### src/rtl/meter_ctrl.sv
// meter_ctrl: command and control engine for the voltmeter digital core.
// Decodes register read/write and action frames arriving from the SPI slave
// and drives the AFE channel, range, integrator reset and reference sign.
// Optional auto-ranging state machine: define METER_CTRL_AUTORANGE_EN to build it in.
// Without it, busy_o is tied low and the AUTORANGE opcode is treated as illegal.
module meter_ctrl #(
  parameter int DW         = 32,
  parameter int N_CH       = 4,
  parameter int N_RANGE    = 8,
  parameter int SETTLE_CYC = 64,
  parameter int RST_CYC    = 4,
  localparam int CH_W      = (N_CH > 1) ? $clog2(N_CH) : 1,
  localparam int RG_W      = (N_RANGE > 1) ? $clog2(N_RANGE) : 1
) (
  input  logic            clk_i,
  input  logic            rst_ni,
  input  logic [DW-1:0]   rx_data_i,
  input  logic            rx_valid_i,
  output logic [DW-1:0]   tx_data_o,
  output logic            tx_wren_o,
  input  logic            tx_ack_i,
  input  logic            comp_i,
  input  logic            sat_hi_i,
  input  logic            sat_lo_i,
  input  logic            ref_ok_i,
  output logic [CH_W-1:0] afe_sel_o,
  output logic [RG_W-1:0] range_sel_o,
  output logic            afe_reset_o,
  output logic            ref_sign_o,
  output logic            busy_o,
  output logic            err_o
);

  localparam logic [3:0] OP_WRITE     = 4'h1;
  localparam logic [3:0] OP_READ      = 4'h2;
  localparam logic [3:0] OP_AUTORANGE = 4'h3;
  localparam logic [3:0] OP_AFE_RST   = 4'h4;

  localparam logic [3:0] ADDR_CTRL    = 4'd0;
  localparam logic [3:0] ADDR_CHSEL   = 4'd1;
  localparam logic [3:0] ADDR_RANGE   = 4'd2;
  localparam logic [3:0] ADDR_STATUS  = 4'd3;
  localparam logic [3:0] ADDR_ID      = 4'd4;

  localparam logic [15:0] ID_VALUE    = 16'h1801;
  localparam logic [15:0] N_CH_LIM    = 16'(N_CH);
  localparam logic [15:0] N_RANGE_LIM = 16'(N_RANGE);

  // Power-up and top-of-scale range: least sensitive setting.
  localparam logic [RG_W-1:0] RANGE_TOP = RG_W'(N_RANGE - 1);

  // The integrator reset counter holds the number of high cycles still to go
  // after the current one, so it loads RST_CYC-1 on a trigger.
  localparam int             RC_W     = (RST_CYC > 1) ? $clog2(RST_CYC) : 1;
  localparam logic [RC_W-1:0] RST_LOAD = RC_W'((RST_CYC > 0) ? RST_CYC - 1 : 0);

  logic [3:0]  opcode;
  logic [3:0]  addr;
  logic [15:0] wdata;
  logic        unused_rx;

  logic is_write;
  logic is_read;
  logic is_autorange;
  logic is_afe_rst;
  logic op_illegal;

  logic ch_bad;
  logic rg_bad;
  logic wr_ctrl;
  logic wr_chsel;
  logic wr_range;
  logic frame_err;
  logic pulse_trig;

  logic [15:0]     read_value;
  logic [RC_W-1:0] rst_cnt;

  // Auto-range hooks seen by the register file; tied off when the FSM is absent.
  logic busy_q;
  logic ar_start;
  logic ar_reject;
  logic ar_up;
  logic ar_down;
  logic ar_fault;

  assign opcode = rx_data_i[DW-1 -: 4];
  assign addr   = rx_data_i[DW-5 -: 4];
  assign wdata  = rx_data_i[15:0];

  // Frame bits between the address field and the data field carry nothing.
  generate
    if (DW > 24) begin : g_gap
      assign unused_rx = ^rx_data_i[DW-9:16];
    end else begin : g_no_gap
      assign unused_rx = 1'b0;
    end
  endgenerate

  // Opcode decode, qualified by the frame strobe.
  always_comb begin
    is_write     = rx_valid_i && (opcode == OP_WRITE);
    is_read      = rx_valid_i && (opcode == OP_READ);
    is_autorange = rx_valid_i && (opcode == OP_AUTORANGE);
    is_afe_rst   = rx_valid_i && (opcode == OP_AFE_RST);
    op_illegal   = rx_valid_i && (opcode > OP_AFE_RST);
  end

  // Read mux; STATUS samples the live analog flags at decode time.
  always_comb begin
    read_value = '0;
    case (addr)
      ADDR_CTRL:   read_value = {15'd0, ref_sign_o};
      ADDR_CHSEL:  read_value = 16'(afe_sel_o);
      ADDR_RANGE:  read_value = 16'(range_sel_o);
      ADDR_STATUS: read_value = {10'd0, err_o, busy_q, ref_ok_i, sat_lo_i, sat_hi_i, comp_i};
      ADDR_ID:     read_value = ID_VALUE;
      default:     read_value = '0;
    endcase
  end

  // Write qualification and error sources; bad or busy-time selector writes are dropped.
  always_comb begin
    ch_bad     = (wdata >= N_CH_LIM);
    rg_bad     = (wdata >= N_RANGE_LIM);
    wr_ctrl    = is_write && (addr == ADDR_CTRL);
    wr_chsel   = is_write && (addr == ADDR_CHSEL) && !ch_bad && !busy_q;
    wr_range   = is_write && (addr == ADDR_RANGE) && !rg_bad && !busy_q;
    frame_err  = op_illegal || ar_reject
              || (is_write && (addr > ADDR_ID))
              || (is_write && (addr == ADDR_CHSEL) && (ch_bad || busy_q))
              || (is_write && (addr == ADDR_RANGE) && (rg_bad || busy_q));
    pulse_trig = is_afe_rst || ar_start || ar_up || ar_down;
  end

`ifdef METER_CTRL_AUTORANGE_EN
  typedef enum logic [1:0] {
    AR_IDLE,
    AR_SETTLE,
    AR_CHECK,
    AR_DONE
  } ar_state_t;

  // The settle counter leaves SETTLE when it is about to reach zero, so a
  // settle-plus-check step lasts SETTLE_CYC+1 cycles.
  localparam int              SC_W        = (SETTLE_CYC > 0) ? $clog2(SETTLE_CYC + 1) : 1;
  localparam logic [SC_W-1:0] SETTLE_LOAD = SC_W'(SETTLE_CYC);

  ar_state_t       ar_state;
  logic [SC_W-1:0] settle_cnt;

  // Auto-range decisions: start/reject on frames, step or finish in CHECK.
  always_comb begin
    ar_start  = is_autorange && !busy_q;
    ar_reject = is_autorange && busy_q;
    ar_fault  = (ar_state == AR_CHECK) && sat_hi_i && sat_lo_i;
    ar_up     = (ar_state == AR_CHECK) && sat_hi_i && !sat_lo_i && (range_sel_o != RANGE_TOP);
    ar_down   = (ar_state == AR_CHECK) && sat_lo_i && !sat_hi_i && (range_sel_o != '0);
  end

  // Auto-range sequencer: settle after every range change, then inspect the flags.
  always_ff @(posedge clk_i) begin
    if (!rst_ni) begin
      ar_state   <= AR_IDLE;
      settle_cnt <= '0;
      busy_q     <= 1'b0;
    end else begin
      case (ar_state)
        AR_IDLE: begin
          if (ar_start) begin
            busy_q     <= 1'b1;
            settle_cnt <= SETTLE_LOAD;
            ar_state   <= (SETTLE_CYC == 0) ? AR_CHECK : AR_SETTLE;
          end
        end
        AR_SETTLE: begin
          if (settle_cnt <= SC_W'(1)) begin
            ar_state <= AR_CHECK;
          end
          if (settle_cnt != '0) begin
            settle_cnt <= settle_cnt - SC_W'(1);
          end
        end
        AR_CHECK: begin
          if (ar_up || ar_down) begin
            settle_cnt <= SETTLE_LOAD;
            ar_state   <= (SETTLE_CYC == 0) ? AR_CHECK : AR_SETTLE;
          end else begin
            ar_state <= AR_DONE;
          end
        end
        AR_DONE: begin
          busy_q   <= 1'b0;
          ar_state <= AR_IDLE;
        end
        default: begin
          busy_q   <= 1'b0;
          ar_state <= AR_IDLE;
        end
      endcase
    end
  end
`else
  // No sequencer in this build: AUTORANGE frames fall through as illegal.
  always_comb begin
    busy_q    = 1'b0;
    ar_start  = 1'b0;
    ar_reject = is_autorange;
    ar_fault  = 1'b0;
    ar_up     = 1'b0;
    ar_down   = 1'b0;
  end
`endif

  assign busy_o = busy_q;

  // Register file, sticky error flag and the READ response handshake.
  always_ff @(posedge clk_i) begin
    if (!rst_ni) begin
      ref_sign_o  <= 1'b0;
      afe_sel_o   <= '0;
      range_sel_o <= RANGE_TOP;
      err_o       <= 1'b0;
      tx_data_o   <= '0;
      tx_wren_o   <= 1'b0;
    end else begin
      if (wr_ctrl) begin
        ref_sign_o <= wdata[0];
      end
      if (wr_chsel) begin
        afe_sel_o <= wdata[CH_W-1:0];
      end
      if (wr_range) begin
        range_sel_o <= wdata[RG_W-1:0];
      end else if (ar_up) begin
        range_sel_o <= range_sel_o + RG_W'(1);
      end else if (ar_down) begin
        range_sel_o <= range_sel_o - RG_W'(1);
      end
      if (frame_err || ar_fault) begin
        err_o <= 1'b1;
      end else if (wr_ctrl) begin
        err_o <= 1'b0;
      end
      if (is_read) begin
        tx_data_o <= DW'(read_value);
        tx_wren_o <= 1'b1;
      end else if (tx_ack_i) begin
        tx_wren_o <= 1'b0;
      end
    end
  end

  // Integrator reset pulse generator; a new trigger restarts the full width.
  always_ff @(posedge clk_i) begin
    if (!rst_ni) begin
      afe_reset_o <= 1'b0;
      rst_cnt     <= '0;
    end else if (pulse_trig) begin
      afe_reset_o <= 1'b1;
      rst_cnt     <= RST_LOAD;
    end else if (rst_cnt != '0) begin
      rst_cnt <= rst_cnt - RC_W'(1);
    end else begin
      afe_reset_o <= 1'b0;
    end
  end

endmodule
### config.mk
export PLATFORM = sky130hd
export DESIGN_NAME = meter_ctrl
export DESIGN_NICKNAME = d
export VERILOG_FILES = /design/src/rtl/meter_ctrl.sv
export SDC_FILE = /design/constraint.sdc
export NUM_CORES = 1
export LEC_CHECK = 0
export ABC_AREA = 1
export CAP_MARGIN = 5
export CORE_UTILIZATION = 32
export DETAILED_ROUTE_END_ITERATION = 8
export PLACE_DENSITY_LB_ADDON = 0.1
export SLEW_MARGIN = 30
export SYNTH_ARGS = -nofsm -noshare
export SYNTH_HDL_FRONTEND = slang
export SYNTH_SLANG_ARGS = --single-unit
### constraint.sdc
create_clock -name clk_i -period 0.91 [get_ports clk_i]
set_input_delay 0.091 -clock clk_i [delete_from_list [all_inputs] [get_ports clk_i]]
set_output_delay 0.091 -clock clk_i [all_outputs]
set_load 0.005 [all_outputs]
# == Yosys cells after proc, flatten, opt, wreduce, memory -nomap -nowiden ==
# Index checks and enable logic that the tools add are counted.
# totals
reg_bits,27
in_bits,40
output_inout_bits,42
elab_cells,55
# op_classes
add_sub_neg,1
magnitude_cmp,4
eq_ne,9
n_mux,9
n_reduce_logical,24
# op_table
operator,count
case mux 13 bit (5 select lines),1
equality test 4 x 2 -> 1 bit (second input constant),4
greater-or-equal comparator 16 x 3 -> 1 bit (second input constant),1
greater-or-equal comparator 16 x 4 -> 1 bit (second input constant),1
logical AND 1 bit,13
equality test 4 x 1 -> 1 bit (second input constant),2
equality test 4 x 3 -> 1 bit (second input constant),2
greater-than comparator 4 x 3 -> 1 bit (second input constant),2
nonzero test 2 bit,4
two-way mux 1 bit,6
logical NOT 4 bit,1
logical OR 1 bit,4
two-way mux 2 bit,2
logical NOT 1 bit,2
inequality test 2 bit (second input constant),1
subtractor 2 x 1 -> 2 bit (second input constant),1

# == Logic depth before layout (Yosys ltp) ==
# Gate-level depths: netlist (run 1).
# logic_depth
ltp_word,7
mapped_depth,10
ltp_nobuf,10

# == Least setup slack after synthesis (run 1) ==
# No wires, ideal clock.
# synth_path
path_kind,input -> register
startpoint,input rx_data_i[13]
endpoint,register afe_sel_o[0]
t_arrival_ps,785
slack_ps,12
path_stages,8
cell_sequence,nor2_1 nand2_1 nor2_2 nand3b_4 nor2_4 nand2_1 nand2_1 nor2_1
# synth_between
elab_chain_cells,3
# synth_rtl
element,line,text
"start, declared",17,"input logic [DW-1:0] rx_data_i,"
greater-or-equal comparator 16 x 3 -> 1 bit,124,ch_bad = (wdata >= N_CH_LIM);
logical NOT 1 bit,127,wr_chsel = is_write && (addr == ADDR_CHSEL) && !ch_bad && !busy_q;
logical AND 1 bit,127,
"end signal, assigned",231,afe_sel_o <= wdata[CH_W-1:0];
"end, declared",26,"output logic [CH_W-1:0] afe_sel_o,"
# Every way passes these cells.
# A chain may end at the register's enable or synchronous reset.

# == Final worst setup path (run 1) ==
# layout_path
startpoint,register rst_cnt[1]
endpoint,register rst_cnt[1]
# layout_between
elab_chain_cells,3
word_cells_on_any_way,5
classes_between,1 x add/sub; 2 x mux; 2 x reduce/logical
# layout_rtl
element,line,text
"start, declared",77,logic [RC_W-1:0] rst_cnt;
"start signal, assigned",263,rst_cnt <= rst_cnt - RC_W'(1);
subtractor 2 x 1 -> 2 bit,263,
two-way mux 2 bit,262,end else if (rst_cnt != '0) begin
two-way mux 2 bit,259,end else if (pulse_trig) begin
# Several ways; a longest one is shown, not always the timed one. The select of a mux whose other input is x is not followed.

==> results of run 1 <==
[stage by stage]
step / worst slack, ns / cell area, µm² / total power, W
floorplan: 0.0125 / 1310 / 0.00116
CTS: 0.000672 / 1910 / 0.00201
global route: -0.0414 / 1940 / 0.00221
global placement: -0.592 / 1750 / 0.00133
detailed placement: -0.618 / 1750 / 0.00136
finish: 0.0153 / 1940 / 0.00207
[synthesized netlist by cell type]
cell type / count
nand3_4: 1
ha_1: 1
a21oi_2: 1
clkinv_2: 1
buf_4: 27
nor2_4: 5
nor2_2: 3
o21ai_0: 5
inv_2: 4
dfxtp_1: 17
a31oi_1: 2
nand3_1: 11
conb_1: 1
nor3_2: 1
nor2_1: 15
a21oi_1: 8
clkbuf_4: 1
nand4_1: 5
inv_1: 17
o211ai_1: 2
nand2_1: 39
nand4_2: 1
nand3b_4: 1
o21bai_1: 1
nand2_2: 1
nand3_2: 3
[flip-flops by register name (all words and copies together) (netlist names)]
register,cells
afe_reset_o,1
tx_data_o,6
tx_wren_o,1
err_o,1
range_sel_o,3
ref_sign_o,1
afe_sel_o,2
rst_cnt,2
[worst max-delay path by stage]
stage	from	end	slack [ns]	cells past startpoint
2_1_floorplan	rx_data_i[13]	afe_sel_o[0]	0.01	8
3_5_place_dp	rx_data_i[27]	afe_sel_o[1]	-0.62	9
5_1_grt	rst_cnt[1]	afe_reset_o	-0.04	5
4_1_cts	rx_data_i[27]	range_sel_o[2]	0.0007	7
6_report	rst_cnt[1]	rst_cnt[1]	0.02	5
3_3_place_gp	rx_data_i[27]	afe_sel_o[0]	-0.59	9
[worst max-delay path, cell delays in order, from the launching register on]
cell	delay (ns)
dfxtp_2	0.34
inv_2	0.05
ha_4	0.16
nand2_4	0.06
o21ai_2	0.05
a31oi_1	0.15
[cell type report]
type                            instances  area, µm²  share of cell area (%)
Multi-Input combinational cell        132        769                    39.7
Tap cell                               48       60.1                    3.10
Clock buffer                            3       41.3                    2.13
Inverter                               22       86.3                    4.46
Sequential cell                        17        362                    18.7
Timing Repair Buffer                   75        613                    31.7
Clock inverter                          1       5.00                   0.258
[power groups by stage]
stage	Clock [W]	Combinational (W)	Sequential, W
2_1_floorplan	0	0.000328	0.000830
3_3_place_gp	0	0.000500	0.000828
3_5_place_dp	0	0.000534	0.000831
4_1_cts	0.000584	0.000596	0.000831
5_1_grt	0.000626	0.000745	0.000841
6_report	0.000568	0.000662	0.000836
[timing repair]
action	CTS	global route
resized for setup	111	38
endpoints found under the hold margin	0	0
buffers inserted	8	6
pin swaps	30	30
endpoints found under the setup margin	33	21
[layer usage]
metal	up-vias	track usage, %	part of all wire, %
li1	653	-	-
met1	561	18.0	41
met2	47	28.3	52
met3	4	4.11	6.0
met4	0	3.98	0.71
met5	-	0	0
[cell families (layout without fill, tap and decap cells)]
group	count (synthesis)	in the layout	synth area share, %
AO/OA/AOI/OAI	19	19	8.92
buffers and inverters	50	101	24.1
flip-flops	17	17	27.9
other	1	26	0.307
AND/OR/NAND/NOR	86	86	37.7
adder cells (fa/ha/maj)	1	1	1.03
==> results by group, run 1 <==
Outcome
  – Status: completed

Global routing
  – GRT Util Overall: between 15 and 20%
  – Vias in the first global route: ~1200
  – First-pass GRT wire length: 5.06 mm
  – Initial antenna violation count: 0
  – Largest net degree at the start of global routing: 11
  – Grt ovf: 0

Power
  – Flop pwr share: 40.4%
  – Maximum VDD drop: between 0.7 and 0.8 mV
  – Pint: 0.00143 W
  – Combinational power share: about 32%
  – Clk pwr share: 27.5%
  – Sw Ratio: 30.6%
  – Leak pwr: ~0.95 nW
  – PD cells: 1070 mW/mm²
  – Switching pwr: 0.000631 W

STA
  – Setup_tns: 0 ns
  – F_max: 1120 MHz
  – Fin crit share: 98.3%
  – Clock skew: ~0.00042 ns
  – Final Hold Viols: 0
  – Final setup violation count: 0
  – Final Max Slew Viols: 0
  – Hold Worst Slack: between 0.2 and 0.3 ns
  – Post-route minimum period: slightly below 0.9 ns
  – Unrepaired setup endpoints after global routing: yes

Placed design
  – Placer Congestion: 0.868
  – Dpl cells: around 280
  – Input/output buffers: 47
  – Hpwl dp: 2.35 mm

Floorplanning
  – Io pins: 82
  – DIE HEIGHT: 63.7 µm
  – Initial Util: 33.3%
  – Site Rows: 22
  – Core Area: 0.00366 mm²
  – Die area: 0.00406 mm²
  – Die width: 63.7 µm

Synth
  – Library cells used by synthesis: 26
  – Mapped Area: 0.00122 mm²
  – Flops & latches, synth: 17
  – Synth top area share: roughly 28%
  – Synth area leaders: dfxtp_1, buf_4, nand2_1
  – Area leader, netlist: dfxtp_1
  – Mean cell area of the mapped netlist: roughly 7 µm²
  – Sequential-to-total area share from yosys stat: 27.9%
  – YS warnings: 0
  – Gate Count Post-Synth: 174

Worst setup path
  – Reg2reg start: rst_cnt[1]
  – Crit path required time: 1.09 ns
  – Worst setup SP type: flip-flop
  – Worst Path Arrival: 1.07 ns
  – Worst reg-to-reg path cell count: 5
  – Type of the worst setup path: flip-flop to flip-flop
  – CP max FO: 2
  – FF-to-FF setup slack: 0.02 ns
  – Crit Reg-Reg Endpoint: rst_cnt[1]
  – CP Capture Type: flip-flop

Hold path
  – Hold WC Path Type: input port to flip-flop
  – Hold endpoint: tx_data_o[11]
  – Hold path depth: 4
  – Hold Startpoint: rx_data_i[26]

Clock network
  – CTS tree: built
  – Hold Buf Count CTS: 0
  – Clock Tree Buf Depth: 2
  – Clock Pin Slew Worst Setup and Hold Paths: 0.07 ns
  – Root Buffer Master: clkbuf_8
  – Sink Count: 17
  – H-tree level count: 1
  – TritonCTS buffer count: 3
  – Worst-Skew Late Latency: between 0.2 and 0.3 ns

Drt
  – Post-route ant nets: 0
  – Via count: roughly 1300
  – Iteration-0 DRC Markers: 13
  – DR pass1 iterations: 4
  – Drt drc: 0
  – WL final: 2.96 mm
  – Wire per inst: 9.95 µm
  – Vias per inst: 4.24

Final layout
  – Fill count: 376
  – Post-layout utilization of the core: 52.9%
  – Final Net Count: around 290
  – Most frequent cells in the layout: nand2_1, conb_1, buf_4, clkdlybuf4s15_1, dfxtp_2
  – Layout cells sized above 1: 41.2%
  – Leading cell type in the layout, fill and taps excluded: nand2_1
  – Area grow syn2layout: 58.8%
  – Final antenna diode count: 0
  – Post-Layout Cell Count: 298

Job
  – Max cap viols: 0
(Power assumes the default switching activity.)
==> run 2, diff against run 1 <==
--- a/config.mk
+++ b/config.mk
@@ -14,3 +14,4 @@
 export SYNTH_ARGS = -nofsm -noshare
 export SYNTH_HDL_FRONTEND = slang
 export SYNTH_SLANG_ARGS = --single-unit
+export TNS_END_PERCENT = 5
==> results by group, run 2 (synthesized netlist as in run 1, its figures left out) <==
Clock network
  – Sink Count: 17
  – Clock Tree Buf Depth: 2
  – Hold Buf Count CTS: 0
  – TritonCTS buffer count: 3
  – Worst-Skew Late Latency: 0.26 ns
  – H-tree level count: 1
  – CTS tree: built
  – Clock Pin Slew Worst Setup and Hold Paths: about 0.070 ns
  – Root Buffer Master: clkbuf_8

Power
  – Clk pwr share: 27.7%
  – Leak pwr: 0.941 nW
  – Tot Pwr: 0.00206 W
  – PD cells: roughly 1100 mW/mm²
  – Sw Ratio: 30.6%
  – Pint: 0.00143 W
  – Switching pwr: ~0.00063 W
  – Combinational power share: 31.9%
  – Maximum VDD drop: 0.848 mV
  – Flop pwr share: roughly two fifths

Drt
  – Post-route ant nets: 0
  – Vias per inst: 4.29
  – Wire per inst: a little over 10 µm
  – Drt drc: 0
  – Via count: 1269
  – Iteration-0 DRC Markers: 22
  – DR pass1 iterations: 4
  – WL final: roughly 3 mm

Outcome
  – Status: complete, but fails checks
  – Violated checks: negative setup slack

Placed design
  – Placer Congestion: 0.868
  – Dpl cells: 281
  – Hpwl dp: 2.35 mm
  – Input/output buffers: 47
  – Pre-CTS setup slack: -0.618 ns

Final layout
  – Layout cells sized above 1: 37.1%
  – Top reg by flops: tx_data_o
  – Post-Layout Cell Count: between 200 and 300
  – Final Net Count: 290
  – Top flop regs: tx_data_o x6, range_sel_o x3
  – Largest register FFs: 6
  – Final antenna diode count: 0
  – Area grow syn2layout: 57.8%
  – Leading cell type in the layout, fill and taps excluded: nand2_1
  – Most frequent cells in the layout: nand2_1, conb_1, buf_4, clkdlybuf4s15_1, dfxtp_2

Global routing
  – GRT Util Overall: 15.9%
  – Largest net degree at the start of global routing: 11
  – First-pass GRT wire length: 5.14 mm
  – Initial antenna violation count: 0
  – Vias in the first global route: around 1200
  – Grt ovf: 0

Worst setup path
  – CP Capture Type: flip-flop
  – Worst setup SP type: flip-flop
  – Worst Path Arrival: 1.07 ns
  – Type of the worst setup path: flip-flop to flip-flop
  – Crit path required time: 1.05 ns
  – CP max FO: 2

STA
  – Hold Worst Slack: around 0.33 ns
  – Fin crit share: 102%
  – Final Hold Viols: 0
  – Final setup violation count: 2
  – Unrepaired setup endpoints after global routing: yes
  – Post-route minimum period: 0.927 ns
  – Final Max Slew Viols: 0
  – Clock skew: 0.00384 ns
  – Setup ws final: -0.0174 ns
  – F_max: 1080 MHz

Hold path
  – Hold WC Path Type: input port to flip-flop

Floorplanning
  – Core Area: 0.00366 mm²
  – Initial Util: 33.3%
  – DIE HEIGHT: 63.7 µm
  – Site Rows: 22
  – Die area: a little over 0.004 mm²
  – Die width: 63.7 µm
  – Io pins: 82

Job
  – Max cap viols: 0
-- run 2: cell types whose count changed in the layout (fill, tap and decap cells not counted), moves of 3 or more --
cell             previous run  this run
clkdlybuf4s15_2             0         4
clkdlybuf4s15_1            21        17
buf_2                       6         2
clkbuf_2                   10         7
dlygate4sd2_1               2         9
-- run 2: final timing paths --
path | start | to | slack (ns) | depth (start not counted)
max reg2reg | afe_sel_o[0] | tx_data_o[0] | -0.02 | 5
min | rx_data_i[27] | tx_data_o[11] | 0.33 | 5
min reg2reg | afe_reset_o | afe_reset_o | 0.46 | 2
max | afe_sel_o[0] | tx_data_o[0] | -0.02 | 5
-- run 2: layout make-up --
| cell class | instances | area [µm²] |
|---|---|---|
| Timing Repair Buffer | 73 | 622 |
| Multi-Input combinational cell | 132 | 753 |
| Sequential cell | 17 | 360 |
| Fill cell | 385 | 1740 |
| Tap cell | 48 | 60.1 |
| Clock inverter | 1 | 5.00 |
| Clock buffer | 3 | 41.3 |
| Inverter | 22 | 83.8 |
-- run 2: routing by layer --
| layer | part of all wire (%) | up-vias | routed length (µm) | track usage [%] |
|---|---|---|---|---|
| met5 | 0 | - | 0 | 0 |
| met4 | 1.2 | 0 | 35 | 3.98 |
| met3 | 5.9 | 6 | 177 | 4.11 |
| met2 | 52 | 43 | 1550 | 29.1 |
| met1 | 41 | 571 | 1240 | 18.0 |
| li1 | - | 649 | - | - |
-- run 2: per-stage QoR --
| stage | instance area (µm²) | setup TNS (ns) | util (%) |
|---|---|---|---|
| floorplan | 1310 | 0 | - |
| finish | 1930 | -0.0225 | 52.6 |
| global route | 1930 | -0.671 | 52.6 |
| detailed placement | 1750 | -8.84 | 47.7 |
| CTS | 1880 | -0.0877 | 51.4 |
| global placement | 1750 | -8.18 | 47.7 |
-- run 2: worst max-delay path, cell delays in order (launching register included) --
cell	delay (ns)
dfxtp_2	0.33
buf_6	0.11
nand4_1	0.06
nand3_1	0.08
o21ai_1	0.15
a21oi_1	0.08
-- run 2: power groups by stage --
stage	Clock, W	Combinational, W	Sequential [W]
final	0.000570	0.000657	0.000834
after global routing	0.000625	0.000738	0.000840
after CTS	0.000584	0.000543	0.000824
after detailed placement	0	0.000534	0.000831
after global placement	0	0.000500	0.000828
after floorplan	0	0.000328	0.000830
-- run 2: what timing repair did --
| item | in CTS | in global routing |
|---|---|---|
| endpoints found under the hold margin | 0 | 0 |
| setup buffers | 8 | 3 |
| gates resized for setup | 93 | 31 |
| pin swaps | 23 | 13 |
| setup endpoints to repair | 33 | 22 |
==> run 3, diff against run 2 <==
--- a/config.mk
+++ b/config.mk
@@ -8,8 +8,10 @@
 export ABC_AREA = 1
 export CAP_MARGIN = 5
 export CORE_UTILIZATION = 32
+export CTS_CLUSTER_SIZE = 8
 export DETAILED_ROUTE_END_ITERATION = 8
 export PLACE_DENSITY_LB_ADDON = 0.1
+export RECOVER_POWER = 50
 export SLEW_MARGIN = 30
 export SYNTH_ARGS = -nofsm -noshare
 export SYNTH_HDL_FRONTEND = slang
==> results by group, run 3 (synthesized netlist as in run 1, its figures left out) <==
Hold path
  – Hold WC Path Type: input port to flip-flop

Floorplanning
  – Die area: 0.00406 mm²
  – DIE HEIGHT: 63.7 µm
  – Site Rows: 22
  – Initial Util: 33.3%
  – Io pins: 82
  – Die width: 63.7 µm
  – Core Area: 0.00366 mm²

Worst setup path
  – Worst Path Arrival: between 1 and 1.5 ns
  – CP delay by family, top: flip-flops
  – Type of the worst setup path: flip-flop to flip-flop
  – Worst Path Buf+Inv: 1
  – Slowest-stage cell, CP: dfxtp_2
  – Largest stage delay, worst path: approximately 0.33 ns
  – Crit path required time: 1.05 ns
  – Worst setup SP type: flip-flop
  – CP Capture Type: flip-flop
  – CP max FO: 2
  – Crit-path cells: buf_6 -> nand4_1 -> nand3_1 -> o21ai_1 -> a21oi_1

Clock network
  – Clock Tree Buf Depth: 2
  – Sink Count: 17
  – Root Buffer Master: clkbuf_8
  – CTS tree: built
  – H-tree level count: 1
  – Worst-Skew Late Latency: around 0.26 ns
  – Clock Pin Slew Worst Setup and Hold Paths: roughly 0.070 ns
  – TritonCTS buffer count: 3

Drt
  – WL final: 3.00 mm
  – Iteration-0 DRC Markers: 22
  – Via count: 1269
  – Post-route ant nets: 0
  – Wire per inst: approximately 10 µm
  – Drt drc: 0
  – DR pass1 iterations: 4
  – Vias per inst: 4.29

Final layout
  – Top reg by flops: tx_data_o
  – Post-Layout Cell Count: between 200 and 300
  – Final antenna diode count: 0
  – Most frequent cells in the layout: nand2_1, conb_1, buf_4, clkdlybuf4s15_1, dfxtp_2
  – Leading cell type in the layout, fill and taps excluded: nand2_1
  – Top flop regs: tx_data_o x6, range_sel_o x3
  – Layout cells sized above 1: 36.7%
  – Final Net Count: between 200 and 300
  – Largest register FFs: 6
  – Post-layout utilization of the core: between 50 and 60%
  – Area grow syn2layout: 57.7%

STA
  – Setup_tns: -0.0225 ns
  – Setup ws final: -0.0174 ns
  – Unrepaired setup endpoints after global routing: yes
  – Final Hold Viols: 0
  – Clock skew: 0.00384 ns
  – Fin crit share: 102%
  – F_max: roughly 1100 MHz
  – Post-route minimum period: 0.927 ns
  – Final Max Slew Viols: 0
  – Final setup violation count: 2

Global routing
  – Largest net degree at the start of global routing: 11
  – Met3 GRT Util: 4.11%
  – Initial antenna violation count: 0
  – First-pass GRT wire length: ~5.1 mm
  – Top Usage Layer GRT: met2
  – GRT Util Overall: 15.9%
  – Vias in the first global route: around 1200
  – M2 GR Usage: 29.1%
  – GRT met1 Usage: 18.0%
  – Grt ovf: 0

Placed design
  – Input/output buffers: 47
  – Placer Congestion: 0.868
  – Pre-CTS setup slack: -0.618 ns
  – Dpl cells: 281
  – Hpwl dp: 2.35 mm

Job
  – Max cap viols: 0

Power
  – PD cells: 1070 mW/mm²
  – Maximum VDD drop: 0.848 mV
  – Leak pwr: 0.940 nW
  – Tot Pwr: 0.00206 W

Outcome
  – Violated checks: negative setup slack
  – Status: complete, but fails checks
## run 3: changes by cell type in the layout (fill, tap and decap cells not counted)
cell and change:
dfxtp_1 +1, dfxtp_2 -1
## run 3: path summary, 6_finish.rpt
kind / startpoint / end / slack, ns / cells past startpoint
min: rx_data_i[27] / tx_data_o[11] / 0.33 / 5
max reg2reg: afe_sel_o[0] / tx_data_o[0] / -0.02 / 5
max: afe_sel_o[0] / tx_data_o[0] / -0.02 / 5
min reg2reg: afe_reset_o / afe_reset_o / 0.46 / 2
## run 3: timing repair
item	CTS	global route
buffers inserted	8	3
gates resized for setup	93	31
setup endpoints to repair	33	22
hold buffers	0	0
pin swaps	23	13
## run 3: metrics by stage
step | instance area, µm² | hold slack (ns)
global route | 1920 | 0.373
detailed placement | 1750 | 0.457
finish | 1920 | 0.330
CTS | 1880 | 0.334
global placement | 1750 | 0.453
floorplan | 1310 | 0.251
## run 3: power breakdown
| group | switching [W] | internal (W) | total [W] | leakage [nW] |
|---|---|---|---|---|
| logic | 0.000331 | 0.000326 | 0.000657 | 0.773 |
| clock network | 0.000266 | 0.000304 | 0.000570 | 0.0255 |
| registers | 0.0000327 | 0.000802 | 0.000834 | 0.142 |
| total | 0.000630 | 0.00143 | 0.00206 | 0.940 |
## run 3: worst reg2reg max path, cell delays in order (launching register included)
cell and delay (ns):
dfxtp_2 0.33, buf_6 0.11, nand4_1 0.06, nand3_1 0.08, o21ai_1 0.15, a21oi_1 0.08
## run 3: area by class of cell
class,count,area [µm²]
sequential,17,359
inverter,22,83.8
fill,386,1740
tap,48,60.1
timing repair buffer,73,622
clock buffer,3,41.3
multi-input combinational,132,753
clock inverter,1,5.00
## run 3: per-layer routing
metal	wire (µm)	vias up
li1	-	649
met1	1240	571
met2	1550	43
met3	177	6
met4	35	0
met5	0	-
